--- src/rtl/focus_pkg.sv ---
// Shared types and default constants for the autofocus sweep controller.
package focus_pkg;

  localparam int unsigned POS_W = 10;
  localparam int unsigned CNT_W = 8;

  localparam int unsigned DEF_POS_MAX       = 1023;
  localparam int unsigned DEF_COARSE_STEP   = 32;
  localparam int unsigned DEF_FINE_STEP     = 4;
  localparam int unsigned DEF_SETTLE_FRAMES = 2;
  localparam int unsigned DEF_SHARP_W       = 32;

  typedef enum logic [2:0] {
    S_IDLE,
    S_MOVE,
    S_SETTLE,
    S_MEASURE,
    S_EVAL,
    S_PARK
  } state_t;

  typedef enum logic {
    PH_COARSE,
    PH_FINE
  } phase_t;

endpackage

--- src/rtl/frame_wait_cnt.sv ---
// Counts FRAME_END pulses while enabled; pulses o_done on the pulse that reaches i_target.
module frame_wait_cnt
  import focus_pkg::*;
(
  input  logic             i_clk,
  input  logic             i_rst_n,
  input  logic             i_start,
  input  logic             i_en,
  input  logic             i_frame_end,
  input  logic [CNT_W-1:0] i_target,
  output logic             o_done
);

  logic [CNT_W-1:0] r_cnt;
  logic [CNT_W:0]   w_cnt_inc;

  assign w_cnt_inc = {1'b0, r_cnt} + {{CNT_W{1'b0}}, 1'b1};
  assign o_done    = i_en && i_frame_end && (w_cnt_inc >= {1'b0, i_target});

  always_ff @(posedge i_clk or negedge i_rst_n) begin
    if (!i_rst_n) begin
      r_cnt <= '0;
    end else if (i_start) begin
      r_cnt <= '0;
    end else if (i_en && i_frame_end) begin
      r_cnt <= o_done ? '0 : w_cnt_inc[CNT_W-1:0];
    end
  end

endmodule

--- src/rtl/focus_sweep_ctrl.sv ---
// Contrast-detect autofocus: coarse VCM sweep, fine sweep around the best coarse
// position, then park the lens at the sharpest position found.
module focus_sweep_ctrl
  import focus_pkg::*;
#(
  parameter int unsigned POS_MAX       = DEF_POS_MAX,
  parameter int unsigned COARSE_STEP   = DEF_COARSE_STEP,
  parameter int unsigned FINE_STEP     = DEF_FINE_STEP,
  parameter int unsigned SETTLE_FRAMES = DEF_SETTLE_FRAMES,
  parameter int unsigned SHARP_W       = DEF_SHARP_W
)(
  input  logic               VIDEO_CLK,
  input  logic               RESET_N,
  input  logic               START,
  input  logic               FRAME_END,
  input  logic [SHARP_W-1:0] SHARP,
  input  logic               I2C_BUSY,
  output logic [POS_W-1:0]   VCM_POS,
  output logic               VCM_WR,
  output logic               BUSY,
  output logic               VCM_END,
  output logic [POS_W-1:0]   PEAK_POS
);

  localparam logic [POS_W:0]   L_POS_MAX = (POS_W+1)'(POS_MAX);
  localparam logic [POS_W:0]   L_COARSE  = (POS_W+1)'(COARSE_STEP);
  localparam logic [POS_W:0]   L_FINE    = (POS_W+1)'(FINE_STEP);
  localparam logic [CNT_W-1:0] L_SETTLE  = CNT_W'(SETTLE_FRAMES);
  localparam logic [CNT_W-1:0] L_ONE     = CNT_W'(1);

  state_t             r_state, w_state_nxt;
  phase_t             r_phase;
  logic [POS_W-1:0]   r_pos, r_hi, r_best_pos, r_vcm_pos, r_peak_pos;
  logic [SHARP_W-1:0] r_best_sharp, r_cap;
  logic               r_vcm_wr, r_vcm_end;

  logic [POS_W:0]     w_step, w_next, w_hi_sum, w_lo_diff;
  logic [POS_W-1:0]   w_bp, w_lo, w_hi;
  logic               w_next_ok, w_better;
  logic               w_cnt_start, w_cnt_en, w_done;
  logic [CNT_W-1:0]   w_cnt_target;

  frame_wait_cnt u_wait (
    .i_clk       (VIDEO_CLK),
    .i_rst_n     (RESET_N),
    .i_start     (w_cnt_start),
    .i_en        (w_cnt_en),
    .i_frame_end (FRAME_END),
    .i_target    (w_cnt_target),
    .o_done      (w_done)
  );

  // Counter restarts on the write cycle, so a FRAME_END in MOVE is never counted.
  assign w_cnt_en     = (r_state == S_SETTLE) || (r_state == S_MEASURE);
  assign w_cnt_target = (r_state == S_MEASURE) ? L_ONE : L_SETTLE;
  assign w_cnt_start  = ((r_state == S_MOVE) && !I2C_BUSY) ||
                        ((r_state == S_SETTLE) && w_done);

  always_comb begin
    w_step    = (r_phase == PH_FINE) ? L_FINE : L_COARSE;
    w_next    = {1'b0, r_pos} + w_step;
    w_next_ok = (w_next <= {1'b0, r_hi});
    w_better  = (r_cap > r_best_sharp);
    // Fine window is derived from the best position including this cycle's update.
    w_bp      = w_better ? r_pos : r_best_pos;
    w_lo_diff = {1'b0, w_bp} - L_COARSE;
    w_hi_sum  = {1'b0, w_bp} + L_COARSE;
    w_lo      = ({1'b0, w_bp} >= L_COARSE) ? w_lo_diff[POS_W-1:0] : '0;
    w_hi      = (w_hi_sum > L_POS_MAX) ? L_POS_MAX[POS_W-1:0] : w_hi_sum[POS_W-1:0];
  end

  always_comb begin
    w_state_nxt = r_state;
    case (r_state)
      S_IDLE:    if (START) w_state_nxt = S_MOVE;
      S_MOVE:    if (!I2C_BUSY) w_state_nxt = (SETTLE_FRAMES == 0) ? S_MEASURE : S_SETTLE;
      S_SETTLE:  if (w_done) w_state_nxt = S_MEASURE;
      S_MEASURE: if (w_done) w_state_nxt = S_EVAL;
      S_EVAL:    w_state_nxt = (w_next_ok || (r_phase == PH_COARSE)) ? S_MOVE : S_PARK;
      S_PARK:    if (!I2C_BUSY) w_state_nxt = S_IDLE;
      default:   w_state_nxt = S_IDLE;
    endcase
  end

  always_ff @(posedge VIDEO_CLK or negedge RESET_N) begin
    if (!RESET_N) r_state <= S_IDLE;
    else          r_state <= w_state_nxt;
  end

  always_ff @(posedge VIDEO_CLK or negedge RESET_N) begin
    if (!RESET_N) begin
      r_phase      <= PH_COARSE;
      r_pos        <= '0;
      r_hi         <= '0;
      r_best_pos   <= '0;
      r_best_sharp <= '0;
      r_cap        <= '0;
      r_vcm_pos    <= '0;
      r_vcm_wr     <= 1'b0;
      r_vcm_end    <= 1'b0;
      r_peak_pos   <= '0;
    end else begin
      r_vcm_wr <= 1'b0;
      case (r_state)
        S_IDLE: begin
          if (START) begin
            r_pos        <= '0;
            r_best_sharp <= '0;
            r_best_pos   <= '0;
            r_phase      <= PH_COARSE;
            r_hi         <= L_POS_MAX[POS_W-1:0];
            r_vcm_end    <= 1'b0;
          end
        end
        S_MOVE, S_PARK: begin
          if (!I2C_BUSY) begin
            r_vcm_wr  <= 1'b1;
            r_vcm_pos <= r_pos;
            if (r_state == S_PARK) r_vcm_end <= 1'b1;
          end
        end
        S_MEASURE: begin
          if (w_done) r_cap <= SHARP;
        end
        S_EVAL: begin
          if (w_better) begin
            r_best_sharp <= r_cap;
            r_best_pos   <= r_pos;
          end
          if (w_next_ok) begin
            r_pos <= w_next[POS_W-1:0];
          end else if (r_phase == PH_COARSE) begin
            r_phase <= PH_FINE;
            r_hi    <= w_hi;
            r_pos   <= w_lo;
          end else begin
            r_pos      <= w_bp;
            r_peak_pos <= w_bp;
          end
        end
        default: ;
      endcase
    end
  end

  assign VCM_POS  = r_vcm_pos;
  assign VCM_WR   = r_vcm_wr;
  assign BUSY     = (r_state != S_IDLE);
  assign VCM_END  = r_vcm_end;
  assign PEAK_POS = r_peak_pos;

endmodule

--- config.mk ---
export PLATFORM = sky130hd
export DESIGN_NAME = focus_sweep_ctrl
export DESIGN_NICKNAME = d
export VERILOG_FILES = /design/src/rtl/focus_pkg.sv /design/src/rtl/frame_wait_cnt.sv /design/src/rtl/focus_sweep_ctrl.sv
export SDC_FILE = /design/constraint.sdc
export NUM_CORES = 1
export LEC_CHECK = 0
export ABC_AREA = 1
export CORE_ASPECT_RATIO = 0.9
export CORE_UTILIZATION = 35
export DETAILED_ROUTE_END_ITERATION = 8
export MAX_ROUTING_LAYER = met4
export PLACE_DENSITY = 0.62
export SLEW_MARGIN = 20
export SYNTH_ARGS = -nofsm -noshare
export SYNTH_HDL_FRONTEND = slang
export SYNTH_SLANG_ARGS = --single-unit
--- constraint.sdc ---
create_clock -name VIDEO_CLK -period 7.9 [get_ports VIDEO_CLK]
set_clock_uncertainty 0.05 [all_clocks]
set_input_delay 1.975 -clock VIDEO_CLK [delete_from_list [all_inputs] [get_ports VIDEO_CLK]]
set_output_delay 1.975 -clock VIDEO_CLK [all_outputs]
set_load 0.02 [all_outputs]
==> run summary <==
### Run status
- **outcome** complete, no violations

### Finish
- **area occupied by registers** 3200 um^2
- **number of fill cells in the layout** 1843
- **Multi-input gate area** 2900 um^2
- **number of diodes** 0
- **Final Net Count** 952
- **layout cells sized above 1** 8.45%
- **utilization after layout** 43.6%
- **area growth from synthesis to layout** 20.8%

### Logic synthesis
- **area leader, netlist** sky130_fd_sc_hd__dfrtp_1
- **top cells by area in the synthesized netlist** sky130_fd_sc_hd__dfrtp_1 48%, sky130_fd_sc_hd__nand2_1 9.7%, sky130_fd_sc_hd__ha_1 9.5%, sky130_fd_sc_hd__inv_1 7.3%, sky130_fd_sc_hd__o21ai_0 5.2%
- **count of yosys warnings during synthesis** 0
- **dominant cell by count in the synthesized netlist** sky130_fd_sc_hd__nand2_1
- **number of enable flip-flop cells after synthesis** 0
- **Post-synth ARST share** 100%
- **Post-Syn Area** 6720 um^2
- **number of flip-flops and latches in the synthesized netlist** 128
- **share of Yosys cell area claimed by the top area cell type** 47.7%
- **commonest cells in the synthesized netlist** 174 x sky130_fd_sc_hd__nand2_1, 130 x sky130_fd_sc_hd__inv_1, 128 x sky130_fd_sc_hd__dfrtp_1, 70 x sky130_fd_sc_hd__o21ai_0, 59 x sky130_fd_sc_hd__nor2_1
- **syn_nets** 892
- **sequential area share after synthesis** 47.7%
- **Synth Area per Inst** 8.35 um^2
- **Cells after Synth** 804
- **commonest register cell after synthesis** sky130_fd_sc_hd__dfrtp_1
- **Synth cell types** 34

### Detailed routing
- **DRC Markers** 0
- **number of routed nets with antenna violations** 0
- **Final Routed Wirelength** 15.7 mm
- **routed vias/inst** 4.78
- **number of detailed-route iterations in the first pass** 5
- **violation count after the first detailed-route iteration** 391
- **post-DR wirelength/cell** 14.0 um
- **Via Count** 5354

### Floorplanning
- **num rows** 47
- **horizontal die dimension** 148 um
- **die height** 133 um
- **number of ports placed on the die boundary** 60
- **area of the core** 18600 um^2
- **Initial Utilization** 36.1%
- **overall die area** 19700 um^2

### Timing
- **measured slew at the worst slew-check pin** 0.790 ns
- **share of the clock period used by the worst path after layout** 48.6%
- **min Tclk post-route** 3.84 ns
- **unrepaired setup endpoints after global routing** false
- **Fmax** 261 MHz
- **Setup TNS Final** 0 ns
- **Hold Fails Final Rpt** 0
- **number of slew-limit violations in the final report** 0
- **slew margin rel.** 47.3%
- **setup-violating endpoint count in the final report** 0
- **hold_ws** 0.434 ns

### CTS
- **CTS Buffer Depth** 2
- **worst skew pair latency** 0.42 ns
- **number of setup buffers added after CTS** 0
- **hold_buf cts** 0
- **maximum level of the CTS H-tree** 4
- **CTS sink cnt** 128
- **quantity of gates resized following cts** 0
- **clock slew at the register clock pins of the worst setup and hold paths** 0.05 ns
- **root buffer cell** sky130_fd_sc_hd__clkbuf_16
- **number of buffers added by the clock tree synthesis step** 17
- **clock tree from TritonCTS** built

### Critical path
- **element type at the critical path end** output port
- **kind of launch point of the worst setup path** register
- **minimum setup slack among reg-to-reg paths** 4.30 ns
- **required time at the worst-slack endpoint** 5.88 ns
- **cell type of the slowest stage on the worst timing path** sky130_fd_sc_hd__clkdlybuf4s50_1
- **number of cells traversed by the worst register-to-register path** 18
- **Critical Path Max Stage Delay** 0.54 ns
- **Cell Chain, Critical Path** nor2_1, inv_1, nor2_1, inv_1, clkdlybuf4s50_1
- **launch point of the worst path** r_state[1]$_DFFE_PN0P_
- **end of the worst register-to-register path** r_state[2]$_DFFE_PN0P_
- **highest fanout seen on the critical path** 4
- **Reg-to-Reg Start** r_phase$_DFFE_PN0P_
- **Critical Path End** BUSY
- **Crit path arrival time** 1.81 ns
- **crit path kind** register to output port

### Power
- **leakage power total** 3.92 nW
- **Power, Total** 3.25 mW
- **Pwr Density** 400 nW/um^2
- **largest vdd supply drop** 0.179 mV

### Run
- **maximum capacitance violations** 0

### Global routing
- **first-pass GRT wire length** 26.3 mm
- **via count of the first global-routing pass** 5243
- **initial antenna violation count** 0
- **largest net degree at the start of global routing** 80
- **overflow left after global routing** 0
- **Tot GR Track Use** 17.6%

### Placement
- **routability-driven placement congestion ratio** 0.921
- **sum of net half-perimeters after detailed placement** 10.8 mm
- **Port Buf Inserts** 59

### Worst hold path
- **HP Class** register to register

-- layout make-up --
| type | count | area share, % |
|---|---|---|
| Clock buffer | 26 | 6.28 |
| Clock inverter | 5 | 0.648 |
| Inverter | 136 | 6.36 |
| Multi-Input combinational cell | 518 | 35.8 |
| Sequential cell | 128 | 39.5 |
| Tap cell | 245 | 3.78 |
| Timing Repair Buffer | 63 | 7.67 |
-- state kept, by name, summed over array words and instances (netlist names) --
signal	count
VCM_WR	1
VCM_POS	10
r_best_sharp	32
PEAK_POS	10
r_phase	1
r_best_pos	10
r_hi	10
VCM_END	1
u_wait.r_cnt	8
r_pos	10
r_cap	32
r_state	3
-- power breakdown --
part | switching, mW | internal [mW] | total (mW)
registers | 0.113 | 0.887 | 1.00
clock network | 0.275 | 0.471 | 0.746
logic | 0.959 | 0.540 | 1.50
-- cells by family (layout without fill, tap and decap cells) --
| kind of cell | after synthesis | in the layout | share of synthesized area, % |
|---|---|---|---|
| buffers and inverters | 158 | 230 | 9.30 |
| flip-flops | 128 | 128 | 47.7 |
| XOR/XNOR | 5 | 5 | 0.652 |
| AO/OA/AOI/OAI | 158 | 158 | 13.0 |
| AND/OR/NAND/NOR | 304 | 304 | 19.9 |
| adder cells (fa/ha/maj) | 51 | 51 | 9.50 |
-- metrics by stage --
stage | cell area (um^2) | setup WS [ns] | instances
detailed placement | 7540 | 4.16 | 1090
global route | 8110 | 3.94 | 1121
finish | 8110 | 4.06 | 1121
global placement | 7540 | 4.24 | 1090
floorplan | 6720 | 4.79 | 804
CTS | 8110 | 4.05 | 1121
-- cells in the final DEF (no fill, tap or decap), types with 14 or more instances in the layout --
| cell type | n |
|---|---|
| sky130_fd_sc_hd__dfrtp_1 | 128 |
| sky130_fd_sc_hd__o21ai_0 | 70 |
| sky130_fd_sc_hd__clkbuf_16 | 17 |
| sky130_fd_sc_hd__a21oi_1 | 35 |
| sky130_fd_sc_hd__o22ai_1 | 38 |
| sky130_fd_sc_hd__nor2_1 | 58 |
| sky130_fd_sc_hd__ha_1 | 51 |
| sky130_fd_sc_hd__nand2_2 | 14 |
| sky130_fd_sc_hd__clkdlybuf4s50_1 | 58 |
| sky130_fd_sc_hd__inv_1 | 130 |
| sky130_fd_sc_hd__nand3_1 | 30 |
| sky130_fd_sc_hd__nand2_1 | 174 |
-- routing by layer --
metal / track usage, % / routed length, um / vias up / share of wire, %
met5: - / 0 / - / 0
met4: 6.19 / 250 / 0 / 1.6
met3: 3.97 / 913 / 21 / 5.8
met2: 24.3 / 6550 / 138 / 42
met1: 25.1 / 7980 / 2479 / 51
li1: - / - / 2716 / -
-- worst max-delay path: cells and delay by family (launching register included) --
family / cells / cell delay [ns]
buf+inv: 3 / 0.70
simple gates: 2 / 0.27
flops: 1 / 0.41
-- worst min path at each step --
stage / startpoint / end / slack [ns] / depth (start not counted)
after global routing: u_wait.r_cnt[5]$_DFFE_PN0P_ / u_wait.r_cnt[5]$_DFFE_PN0P_ / 0.45 / 2
after CTS: VCM_POS[8]$_DFFE_PN0P_ / VCM_POS[8]$_DFFE_PN0P_ / 0.44 / 2
final: VCM_POS[8]$_DFFE_PN0P_ / VCM_POS[8]$_DFFE_PN0P_ / 0.43 / 2
after global placement: r_best_pos[5]$_DFFE_PN0P_ / r_best_pos[5]$_DFFE_PN0P_ / 0.42 / 2
after detailed placement: VCM_POS[4]$_DFFE_PN0P_ / VCM_POS[4]$_DFFE_PN0P_ / 0.42 / 2
after floorplan: r_best_pos[5]$_DFFE_PN0P_ / r_best_pos[5]$_DFFE_PN0P_ / 0.40 / 2
Note: power is estimated with default switching activity, not from simulation.
